## src/rtl/trig_rom_arbiter_if.sv

```systemverilog
// Requester/ROM bundle for trig_rom_arbiter: angle requests in, sin/cos results out, one ROM port.
// slave = arbiter side; master = requesters plus ROM data source.
interface trig_rom_arbiter_if #(
   parameter int NUM_REQ = 4
);
   logic [NUM_REQ-1:0]        req_valid;
   logic [NUM_REQ-1:0][8:0]   req_angle;
   logic [NUM_REQ-1:0]        req_ready;
   logic [NUM_REQ-1:0]        rsp_valid;
   logic [NUM_REQ-1:0][31:0]  rsp_sin;
   logic [NUM_REQ-1:0][31:0]  rsp_cos;
   logic [8:0]                rom_angle;
   logic [31:0]               rom_sin_value;
   logic                      busy;

   modport slave (
      input  req_valid, req_angle, rom_sin_value,
      output req_ready, rsp_valid, rsp_sin, rsp_cos, rom_angle, busy
   );

   modport master (
      output req_valid, req_angle, rom_sin_value,
      input  req_ready, rsp_valid, rsp_sin, rsp_cos, rom_angle, busy
   );
endinterface

```

## src/rtl/trig_rom_arbiter.sv

```systemverilog
// Round-robin sharing of one sine ROM; each grant yields sin and cos (cos = ROM[(a+90) mod 360]).
// Accept->rsp_valid in 3+2*ROM_LAT cycles; req_ready only in IDLE, so requesters wait while busy.
module trig_rom_arbiter #(
   parameter int NUM_REQ = 4,
   parameter int ROM_LAT = 0
) (
   input  logic               clk,
   input  logic               reset_n,
   trig_rom_arbiter_if.slave  bus
);
   localparam int PW = (NUM_REQ > 1) ? $clog2(NUM_REQ) : 1;
   localparam int WW = (ROM_LAT > 0) ? $clog2(ROM_LAT + 1) : 1;

   typedef enum logic [1:0] {IDLE, SIN, COS, RESP} state_e;

   state_e                    state_q, state_d;
   logic [PW-1:0]             rr_ptr_q, rr_ptr_d;
   logic [PW-1:0]             gnt_q, gnt_d;
   logic [8:0]                ang_q, ang_d;
   logic [WW-1:0]             wait_q, wait_d;
   logic [31:0]               sin_tmp_q, sin_tmp_d;
   logic [NUM_REQ-1:0][31:0]  rsp_sin_q, rsp_sin_d;
   logic [NUM_REQ-1:0][31:0]  rsp_cos_q, rsp_cos_d;

   logic                      found;
   logic [PW-1:0]             pick;
   int                        idx;
   logic [9:0]                a10;
   logic [9:0]                an10;
   logic [9:0]                cos10;
   logic                      last;
   logic [NUM_REQ-1:0]        req_ready_c;
   logic [NUM_REQ-1:0]        rsp_valid_c;
   logic [8:0]                rom_angle_c;

   // First valid requester at or after rr_ptr, wrapping.
   always_comb begin
      found = 1'b0;
      pick  = '0;
      idx   = 0;
      for (int i = 0; i < NUM_REQ; i++) begin
         idx = int'(rr_ptr_q) + i;
         if (idx >= NUM_REQ) idx = idx - NUM_REQ;
         if (!found && bus.req_valid[idx]) begin
            found = 1'b1;
            pick  = PW'(idx);
         end
      end
   end

   // Inputs up to 511 need only a single subtraction to land in 0..359.
   always_comb begin
      a10   = {1'b0, bus.req_angle[pick]};
      an10  = (a10 >= 10'd360) ? a10 - 10'd360 : a10;
      cos10 = ({1'b0, ang_q} + 10'd90 >= 10'd360) ? {1'b0, ang_q} - 10'd270
                                                  : {1'b0, ang_q} + 10'd90;
   end

   assign last = (wait_q == WW'(ROM_LAT));

   always_comb begin
      state_d     = state_q;
      rr_ptr_d    = rr_ptr_q;
      gnt_d       = gnt_q;
      ang_d       = ang_q;
      wait_d      = wait_q;
      sin_tmp_d   = sin_tmp_q;
      rsp_sin_d   = rsp_sin_q;
      rsp_cos_d   = rsp_cos_q;
      req_ready_c = '0;
      rsp_valid_c = '0;
      rom_angle_c = '0;
      case (state_q)
         IDLE: begin
            if (found) begin
               req_ready_c[pick] = 1'b1;
               gnt_d             = pick;
               ang_d             = an10[8:0];
               wait_d            = '0;
               state_d           = SIN;
            end
         end
         SIN: begin
            rom_angle_c = ang_q;
            if (last) begin
               sin_tmp_d = bus.rom_sin_value;
               wait_d    = '0;
               state_d   = COS;
            end else begin
               wait_d = wait_q + 1'b1;
            end
         end
         COS: begin
            rom_angle_c = cos10[8:0];
            // Results land in the per-requester registers as RESP begins, so they are valid alongside rsp_valid.
            if (last) begin
               rsp_sin_d[gnt_q] = sin_tmp_q;
               rsp_cos_d[gnt_q] = bus.rom_sin_value;
               wait_d           = '0;
               state_d          = RESP;
            end else begin
               wait_d = wait_q + 1'b1;
            end
         end
         RESP: begin
            rsp_valid_c[gnt_q] = 1'b1;
            rr_ptr_d = (gnt_q == PW'(NUM_REQ - 1)) ? '0 : gnt_q + 1'b1;
            state_d  = IDLE;
         end
         default: state_d = IDLE;
      endcase
   end

   always_ff @(posedge clk or negedge reset_n) begin
      if (!reset_n) begin
         state_q   <= IDLE;
         rr_ptr_q  <= '0;
         gnt_q     <= '0;
         ang_q     <= '0;
         wait_q    <= '0;
         sin_tmp_q <= '0;
         rsp_sin_q <= '0;
         rsp_cos_q <= '0;
      end else begin
         state_q   <= state_d;
         rr_ptr_q  <= rr_ptr_d;
         gnt_q     <= gnt_d;
         ang_q     <= ang_d;
         wait_q    <= wait_d;
         sin_tmp_q <= sin_tmp_d;
         rsp_sin_q <= rsp_sin_d;
         rsp_cos_q <= rsp_cos_d;
      end
   end

   // The accept strobe is combinational off req_valid, so it is masked while reset is held.
   assign bus.req_ready = reset_n ? req_ready_c : '0;
   assign bus.rsp_valid = rsp_valid_c;
   assign bus.rsp_sin   = rsp_sin_q;
   assign bus.rsp_cos   = rsp_cos_q;
   assign bus.rom_angle = rom_angle_c;
   assign bus.busy      = (state_q != IDLE);

endmodule
```

## src/flat_wrapper.sv

```systemverilog
// flat-port wrapper written by rule: the top's interface ports become plain ports
module trig_rom_arbiter_flat 
#(
   parameter int NUM_REQ = 4,
   parameter int ROM_LAT = 0
)
  (clk, reset_n, bus_req_valid, bus_req_angle, bus_rom_sin_value, bus_req_ready, bus_rsp_valid, bus_rsp_sin, bus_rsp_cos, bus_rom_angle, bus_busy);
  trig_rom_arbiter_if #(.NUM_REQ(NUM_REQ)) bus_i ();
  input  logic clk;
  input  logic reset_n;
  input wire logic [$bits(bus_i.req_valid)-1:0] bus_req_valid;
  input wire logic [$bits(bus_i.req_angle)-1:0] bus_req_angle;
  input wire logic [$bits(bus_i.rom_sin_value)-1:0] bus_rom_sin_value;
  output wire logic [$bits(bus_i.req_ready)-1:0] bus_req_ready;
  output wire logic [$bits(bus_i.rsp_valid)-1:0] bus_rsp_valid;
  output wire logic [$bits(bus_i.rsp_sin)-1:0] bus_rsp_sin;
  output wire logic [$bits(bus_i.rsp_cos)-1:0] bus_rsp_cos;
  output wire logic [$bits(bus_i.rom_angle)-1:0] bus_rom_angle;
  output wire logic [$bits(bus_i.busy)-1:0] bus_busy;
  assign bus_i.req_valid = bus_req_valid;
  assign bus_i.req_angle = bus_req_angle;
  assign bus_i.rom_sin_value = bus_rom_sin_value;
  assign bus_req_ready = bus_i.req_ready;
  assign bus_rsp_valid = bus_i.rsp_valid;
  assign bus_rsp_sin = bus_i.rsp_sin;
  assign bus_rsp_cos = bus_i.rsp_cos;
  assign bus_rom_angle = bus_i.rom_angle;
  assign bus_busy = bus_i.busy;
  trig_rom_arbiter #(.NUM_REQ(NUM_REQ), .ROM_LAT(ROM_LAT)) u_core (.clk(clk), .reset_n(reset_n), .bus(bus_i));
endmodule
```

## config.mk

```make
export PLATFORM = sky130hd
export DESIGN_NAME = trig_rom_arbiter_flat
export DESIGN_NICKNAME = d
export VERILOG_FILES = /design/src/rtl/trig_rom_arbiter_if.sv /design/src/rtl/trig_rom_arbiter.sv /design/src/flat_wrapper.sv
export SDC_FILE = /design/constraint.sdc
export NUM_CORES = 1
export LEC_CHECK = 0
export CAP_MARGIN = 20
export CORE_ASPECT_RATIO = 1.25
export CORE_MARGIN = 1
export CORE_UTILIZATION = 30
export DETAILED_ROUTE_END_ITERATION = 12
export REMOVE_ABC_BUFFERS = 1
export SETUP_SLACK_MARGIN = 0.15
export SYNTH_ARGS = -nofsm -noshare
export SYNTH_HDL_FRONTEND = slang
export SYNTH_SLANG_ARGS = --single-unit
```

## constraint.sdc

```tcl
create_clock -name clk -period 3.45 [get_ports clk]
set_input_delay 0.69 -clock clk [delete_from_list [all_inputs] [get_ports clk]]
set_output_delay 0.69 -clock clk [all_outputs]
set_load 0.03 [all_outputs]
```

Word-level counts from Yosys, hierarchy flattened:

Index checks and enable logic that the tools add are counted.

* register bits: 304
* input bits: 74
* logic and storage cells: 114

* $add $sub $neg: 12
* magnitude comparators: 14
* equal/unequal tests: 7
* mux-type cells: 49
* bitwise operators: 1
* reductions and logical operators: 17

Operator list (number)
* bitwise mux 128 bit: 2
* two-way mux 32 bit: 5
* less-than comparator 32 x 4 -> 1 bit (second input constant): 4
* greater-or-equal comparator 32 x 4 -> 1 bit (second input constant): 3
* subtractor 32 x 4 -> 32 bit (second input constant): 3
* demux 32 bit (select 2 bit): 1
* two-way mux 9 bit: 3
* binary-select mux 9 bit (select 2 bit): 1
* one-hot mux 9 bit (2 select lines): 1
* subtractor 9 bit (second input constant): 2
* two-way mux 1 bit: 16
* two-way mux 2 bit: 8
* two-way mux 4 bit: 4
* adder 9 x 7 -> 10 bit (second input constant): 1
* greater-or-equal comparator 10 x 9 -> 1 bit (second input constant): 1
* greater-or-equal comparator 9 bit (second input constant): 1
* binary-select mux 1 bit (select 2 bit): 4
* one-hot mux 2 bit (4 select lines): 1
* AND reduction 2 bit: 4
* adder 2 x 2 -> 3 bit (second input constant): 2
* == test 2 bit (second input constant): 3
* less-than comparator 2 x 3 -> 1 bit (second input constant): 2
* logical AND 1 bit: 5
* demux 1 bit (select 2 bit): 2
* 16 further kinds: 21

Logic depth before layout (Yosys ltp):

Gate-level depths: netlist (run 1).

* depth after elaboration: 22
* gate-level depth with buffers: 10
* gate-level depth less buffers: 10

Least setup slack after synthesis (run 1):

OpenSTA, ideal clock, no wires.

* path kind: reg-to-output
* start: register u_core.ang_q[1]
* end: output port bus_rom_angle[6]
* data arrival time: 2.542 ns
* data required time: 2.760 ns
* slack: 0.218 ns
* stages on the path, launching flop included: 9
* path through: dfrtp_1 ha_1 clkbuf_1 maj3_1 o32ai_1 a31oi_1 a21oi_1 nor2_1 o31ai_1

* word-level cells in the longest chain between the ends: 4

Ends and longest elaborated chain
* start: declaration: line trig_rom_arbiter.sv:19 `logic [8:0] ang_q, ang_d;`
* start signal: assignment: line trig_rom_arbiter.sv:128 `ang_q <= ang_d;`
* adder 9 x 7 -> 10 bit: line trig_rom_arbiter.sv:55 `cos10 = ({1'b0, ang_q} + 10'd90 >= 10'd360) ? {1'b0, ang_q} - 10'd270`
* greater-or-equal comparator 10 x 9 -> 1 bit: line trig_rom_arbiter.sv:55
* two-way mux 9 bit (*): line trig_rom_arbiter.sv:55
* one-hot mux 9 bit (2 select lines) (*): line trig_rom_arbiter.sv:73 `case (state_q)`
* end: declaration: line flat_wrapper.sv:18 `output wire logic [$bits(bus_i.rom_angle)-1:0] bus_rom_angle;`

Mark *: on every way between the ends. The rest lies on a longest branch, timed or not.

Worst setup path after layout (run 1):

* start: register u_core.ang_q[2]
* end: output port bus_rom_angle[6]

Same word-level chain as after synthesis.

==> results.sh, run 1 <==
export IMPL_status="finished, violations left"
export IMPL_violations="negative setup slack"
export IMPL_synth_warnings=0
export IMPL_slew_headroom=0.4238
export IMPL_antenna_found_initial=0
export IMPL_ys_seq_area_frac=0.6088
export IMPL_drcViolationCount=0
export IMPL_start_util=0.3036
export IMPL_rsz0062_at_grt="yes"
export IMPL_slew_viol_final=0
export IMPL_finalHoldViolCount=0
export IMPL_io_pins=348
export IMPL_min_path_type="register to register"
export IMPL_drtPass1Iterations=4
export IMPL_syn_mean_instance_area_um2=14.79
export IMPL_worstPathMaxFanout=5
export IMPL_portBuffers=347
export IMPL_clk_pin_slew_ps=60
export IMPL_tightest_slew_ps=864.3
export IMPL_drt_vias_per_instance=4.644
export IMPL_r2r_start="u_core.rr_ptr_q[0]"
export IMPL_layout_drive_gt1_share=0.3395
export IMPL_hold_depth=2
export IMPL_post_drt_wl_per_cell_um=18.76
export IMPL_die_area_mm2=0.04234
export IMPL_skew_ps=16.27
export IMPL_synth_top_area_frac=0.6088
export IMPL_fin_nets=1299
export IMPL_total_power_mw=21.25
export IMPL_synth_cells=842
export IMPL_pre_cts_ws_ps=-46.91
export IMPL_endpoint_kind="primary output"
export IMPL_ff2ff_path_depth=9
export IMPL_maxCapViolCount=0
export IMPL_worst_r2r_setup_slack_ps=640
export IMPL_core_area_mm2=0.04102
export IMPL_hp_start="u_core.ang_q[0]"
export IMPL_drtAntennaViolNets=0
export IMPL_rows=83
export IMPL_dpl_hpwl_um=23300
export IMPL_gp_congestion=0.8035
export IMPL_grt_max_degree=163
export IMPL_leakagePower_nw=7.580
export IMPL_fp_dieH_um=229.8
export IMPL_antennaDiodeCount=0
export IMPL_yosys_cell_types_count=57
export IMPL_fin_crit_sh=1.040
export IMPL_final_area_mm2=0.01796
export IMPL_die_w_um=184.2
export IMPL_cts_buffers=31
export IMPL_crit_type="register to primary output"
export IMPL_fin_crit_ps=3587
export IMPL_irDropWorstVdd_uv=451.3
export IMPL_synthArstFlopShare=1.000
export IMPL_cts_sinks=303
export IMPL_power_density_mw_per_mm2=1183
export IMPL_synth_seq_cells=303
export IMPL_grt_pass1_vias=8669
export IMPL_yosysTopAreaCell="dfrtp_1"
export IMPL_cts_tree="yes"
export IMPL_startpoint_type="register"
export IMPL_arrival_ps=2900
export IMPL_clk_latency_ps=580
export IMPL_synth_top_cells_by_area="dfrtp_1 61%, mux2_2 27%, mux2i_1 1.4%"
export IMPL_crit_start="u_core.ang_q[2]"
export IMPL_setup_viol=4
export IMPL_fin_tns_setup_ps=-252.7
export IMPL_yosys_most_used_dff="dfrtp_1"
export IMPL_drt_total_wl_um=33560
export IMPL_htree_levels=1
export IMPL_fmax_mhz=278.8
export IMPL_grt_pass1_wl_um=52020
export IMPL_netlist_area_mm2=0.01245
export IMPL_place_area_mm2=0.01674
export IMPL_vias=8309
export IMPL_cts_max_path_buffers=3
export IMPL_synth_edf_count=0
export IMPL_grt_ovfl_total=0
export IMPL_grt_total_usage=0.1582
export IMPL_setup_ws_ps=-136.6
export IMPL_syn2layout_area_growth_pct=44.24
export IMPL_required_ps=2760
export IMPL_cts_root_buffer_cell="clkbuf_16"
export IMPL_drt_initial_drc_count=391
cells in the mapped netlist (all sizes together), types with 2 or more instances:
master and instances:
dfrtp 303, o31a 2, o211a 2, a31oi 4, a311oi 2, o31ai 4, nor4 2, nor2 15
a31o 3, o21ai 22, inv 9, mux2i 17, a21oi 6, nand4 2, a22o 3, a21o 3
ha 11, o41ai 2, nand3 8, clkbuf 37, nor3 7, nand2 35, buf 4, o221ai 2
and2 7, a22oi 3, or3 3, mux2 296, nand2b 3, a2111oi 2, nor2b 5
sequential cells by signal (all words and copies together), names as in the netlist:
register,flops
u_core.bus.rsp_cos,128
u_core.state_q,2
u_core.gnt_q,2
u_core.rr_ptr_q,2
u_core.ang_q,9
u_core.bus.rsp_sin,128
u_core.sin_tmp_q,32
power by group:
part	leakage, nW	total [mW]	switching [mW]	internal, mW
clock network	0.506	3.39	1.41	1.98
logic	3.48	11.3	6.12	5.22
registers	3.59	6.53	1.14	5.39
total	7.58	21.3	8.67	12.6
layout by cell type (no fill, tap or decap), types with 7 or more instances in the layout:
master	netlist	routed
clkbuf_16	0	31
clkbuf_8	0	8
buf_12	0	8
buf_4	0	27
nand2_1	35	31
nor2_1	14	13
mux2i_1	17	17
and2_1	7	7
ha_1	11	9
clkdlybuf4s50_1	0	335
o21ai_0	20	17
mux2_2	296	296
clkbuf_1	37	7
inv_1	9	9
dfrtp_1	303	301
nand3_1	8	8
worst max-delay path, cell delays in order, from the launching register on:
cell and delay (ps):
dfrtp_2 440, ha_4 180, or3_4 400, nor2_1 100
o21ai_1 100, a31oi_1 190, buf_4 200, a21oi_4 70
o31ai_2 230, nand2_1 120, o31ai_4 110, buf_6 170
cell type report:
class / count / area [µm²]
fill: 3791 / 23060
sequential: 303 / 7585
multi-input combinational: 489 / 4791
timing repair buffer: 380 / 3829
clock buffer: 46 / 912.1
tap: 552 / 690.7
clock inverter: 10 / 123.9
inverter: 9 / 33.78
per-layer routing:
metal  track usage  part of all wire  up-vias
li1              -                 -     3788
met3       0.03215             0.060       50
met4       0.04349             0.022        0
met5             0                 0        -
met1        0.1838              0.40     4233
met2        0.2910              0.52      238
per-stage QoR:
step                cells    util  hold slack (ps)
floorplan             801       -            394.4
global placement     1723  0.4081            465.2
detailed placement   1723  0.4081            470.7
CTS                  1787  0.4365            485.8
global route         1789  0.4379            511.2
finish               1789  0.4379            481.1
worst paths after layout:
check | endpoint
setup reg to reg | u_core.ang_q[4]
min in group asynchronous | u_core.bus.rsp_cos[122]
max in group asynchronous | u_core.bus.rsp_cos[94]
hold / removal | u_core.ang_q[0]
setup / recovery | bus_rom_angle[6]
hold reg to reg | u_core.ang_q[0]
cells by family (layout without fill, tap and decap cells):
family	count (synthesis)	after routing	synth area share
adders and majority gates	12	12	0.01185
buffers and inverters	50	445	0.01627
AOI/OAI and AO/OA	71	71	0.04441
muxes	314	314	0.2831
and+or+nand+nor	91	91	0.03486
xor gates and xnor gates	1	1	0.0007034
DFF	303	303	0.6088
timing repair:
item                       CTS  global route
hold endpoints to repair    29             0
setup endpoints to repair    6             7
gates resized for setup     31            12
hold buffers                 1             0
pin swaps                   15             9
cloned                       0             0
setup buffers                7             2
(Power assumes the default switching activity.)
==> inputs of run 2 (changes only) <==
--- a/config.mk
+++ b/config.mk
@@ -8,8 +8,9 @@
 export CAP_MARGIN = 20
 export CORE_ASPECT_RATIO = 1.25
 export CORE_MARGIN = 1
-export CORE_UTILIZATION = 30
+export CORE_UTILIZATION = 48
 export DETAILED_ROUTE_END_ITERATION = 12
+export PLACE_DENSITY = 0.8
 export REMOVE_ABC_BUFFERS = 1
 export SETUP_SLACK_MARGIN = 0.15
 export SYNTH_ARGS = -nofsm -noshare
==> results.sh, run 2 (synthesis gave the netlist of run 1 again) <==
export IMPL_multi_input_area_mm2=0.004788
export IMPL_die_w_um=146.1
export IMPL_cts_buffers=28
export IMPL_skew_ps=24.66
export IMPL_fmax_mhz=283.7
export IMPL_die_area_mm2=0.02660
export IMPL_setup_ws_ps=-74.30
export IMPL_slew_viol_final=0
export IMPL_switching_share=0.4070
export IMPL_layout_cells_non_filler=1571
export IMPL_cts_sinks=303
export IMPL_grt_total_usage=0.2403
export IMPL_portBuffers=347
export IMPL_power_internal_mw=12.54
export IMPL_cts_root_buffer_cell="clkbuf_16"
export IMPL_leakagePower_nw=7.564
export IMPL_drt_initial_drc_count=291
export IMPL_fillers=1793
export IMPL_crit_type="register to primary output"
export IMPL_min_path_type="register to register"
export IMPL_drt_vias_per_instance=5.341
export IMPL_violations="negative setup slack"
export IMPL_cts_tree="yes"
export IMPL_vias=8390
export IMPL_finalHoldViolCount=0
export IMPL_irDropWorstVdd_uv=517.2
export IMPL_worstPathMaxFanout=5
export IMPL_gp_congestion=0.9257
export IMPL_grt_pass1_vias=8684
export IMPL_maxCapViolCount=0
export IMPL_rows=65
export IMPL_clk_pin_slew_ps=70
export IMPL_core_area_mm2=0.02537
export IMPL_switchingPower_mw=8.604
export IMPL_mostFrequentLayoutCells="335 x clkdlybuf4s50_1, 299 x dfrtp_1, 296 x mux2_2"
export IMPL_arrival_ps=2830
export IMPL_seq_area_mm2=0.007587
export IMPL_drtPass1Iterations=6
export IMPL_post_drt_wl_per_cell_um=20.28
export IMPL_htree_levels=1
export IMPL_layout_drive_gt1_share=0.3430
export IMPL_cts_max_path_buffers=3
export IMPL_p_comb_frac=0.539
export IMPL_io_pins=348
export IMPL_dpl_cell_count=1505
export IMPL_endpoint_kind="primary output"
export IMPL_grt_pass1_wl_um=50040
export IMPL_dpl_hpwl_um=22020
export IMPL_p_seq_frac=0.309
export IMPL_antennaDiodeCount=0
export IMPL_slew_headroom=0.4096
export IMPL_drcViolationCount=0
export IMPL_antenna_found_initial=0
export IMPL_clkPwrFrac=0.152
export IMPL_pre_cts_ws_ps=-62.97
export IMPL_drtAntennaViolNets=0
export IMPL_clk_latency_ps=550
export IMPL_grt_max_degree=164
export IMPL_startpoint_type="register"
export IMPL_syn2layout_area_growth_pct=41.62
export IMPL_grt_ovfl_total=0
export IMPL_fin_crit_sh=1.022
export IMPL_fp_dieH_um=182.1
export IMPL_rsz0062_at_grt="yes"
export IMPL_fin_nets=1301
export IMPL_drt_total_wl_um=31860
export IMPL_required_ps=2760
export IMPL_setup_viol=3
export IMPL_tightest_slew_ps=885.5
export IMPL_fin_crit_ps=3524
export IMPL_start_util=0.4908
export IMPL_status="finished, violations left"
export IMPL_power_density_mw_per_mm2=1199
export IMPL_layout_commonest_cell="clkdlybuf4s50_1"
-- run 2: changes by cell type in the layout (fill, tap and decap cells not counted), sizes merged --
| cell | before | now |
|---|---|---|
| buf | 42 | 48 |
| bufinv | 2 | 3 |
| clkbuf | 47 | 42 |
| clkinv | 4 | 5 |
| clkinvlp | 2 | 0 |
| inv | 11 | 9 |
-- run 2: routing by layer --
metal  track usage  wire (µm)  vias to the layer above
met4       0.08000       1058                        0
met3       0.04825       1835                       70
met2        0.4446      16840                      307
li1              -          -                     3789
met1        0.2768      12130                     4224
met5             0          0                        -
-- run 2: final timing paths --
check / startpoint / end / slack, ps / cells past startpoint
setup / recovery: u_core.ang_q[2] / bus_rom_angle[6] / -70 / 11
hold / removal: u_core.ang_q[0] / u_core.ang_q[0] / 490 / 2
setup reg to reg: u_core.rr_ptr_q[0] / u_core.ang_q[3] / 650 / 10
hold reg to reg: u_core.ang_q[0] / u_core.ang_q[0] / 490 / 2
max in group asynchronous: reset_n / u_core.ang_q[3] / 1690 / 3
min in group asynchronous: reset_n / u_core.bus.rsp_sin[65] / 580 / 2
-- run 2: layout make-up --
class	count	share of cell area
Clock buffer	42	0.04781
Tap cell	335	0.02376
Multi-Input combinational cell	489	0.2715
Inverter	9	0.001915
Sequential cell	303	0.4302
Timing Repair Buffer	385	0.2177
Clock inverter	8	0.007165
-- run 2: worst max-delay path, stage by stage (launching register included) --
cell	delay (ps)
dfrtp_2	450
ha_4	190
or3_4	350
nor2_4	100
o21ai_2	70
a31oi_2	260
buf_6	160
a21oi_2	60
o31ai_1	230
nand2_1	90
o31ai_2	90
buf_4	210
-- run 2: what timing repair did --
item / 4_1_cts / 5_1_grt
hold endpoints to repair: 21 / 0
setup endpoints to repair: 6 / 7
hold buffers: 1 / 0
pin swaps: 10 / 10
gates resized for setup: 24 / 17
buffers inserted: 9 / 6
-- run 2: stage by stage --
step	total power, mW	util	TNS [ps]	hold WS, ps	instance area, µm²
6_report	21.14	0.6951	-102.1	494.2	17640
3_3_place_gp	17.49	0.6482	0	462.5	16450
4_1_cts	21.16	0.6908	-87.89	497.2	17530
2_1_floorplan	12.96	-	0	394.4	12290
5_1_grt	22.10	0.6951	-614.9	510.9	17640
3_5_place_dp	17.77	0.6482	-81.87	474.9	16450
-- run 2: power groups by stage --
stage / sequential [mW] / clock [mW] / combinational [mW]
floorplan: 9.45 / 0 / 3.51
global placement: 6.48 / 0 / 11.0
detailed placement: 6.58 / 0 / 11.2
CTS: 6.53 / 3.27 / 11.4
global route: 6.78 / 3.41 / 11.9
finish: 6.53 / 3.21 / 11.4
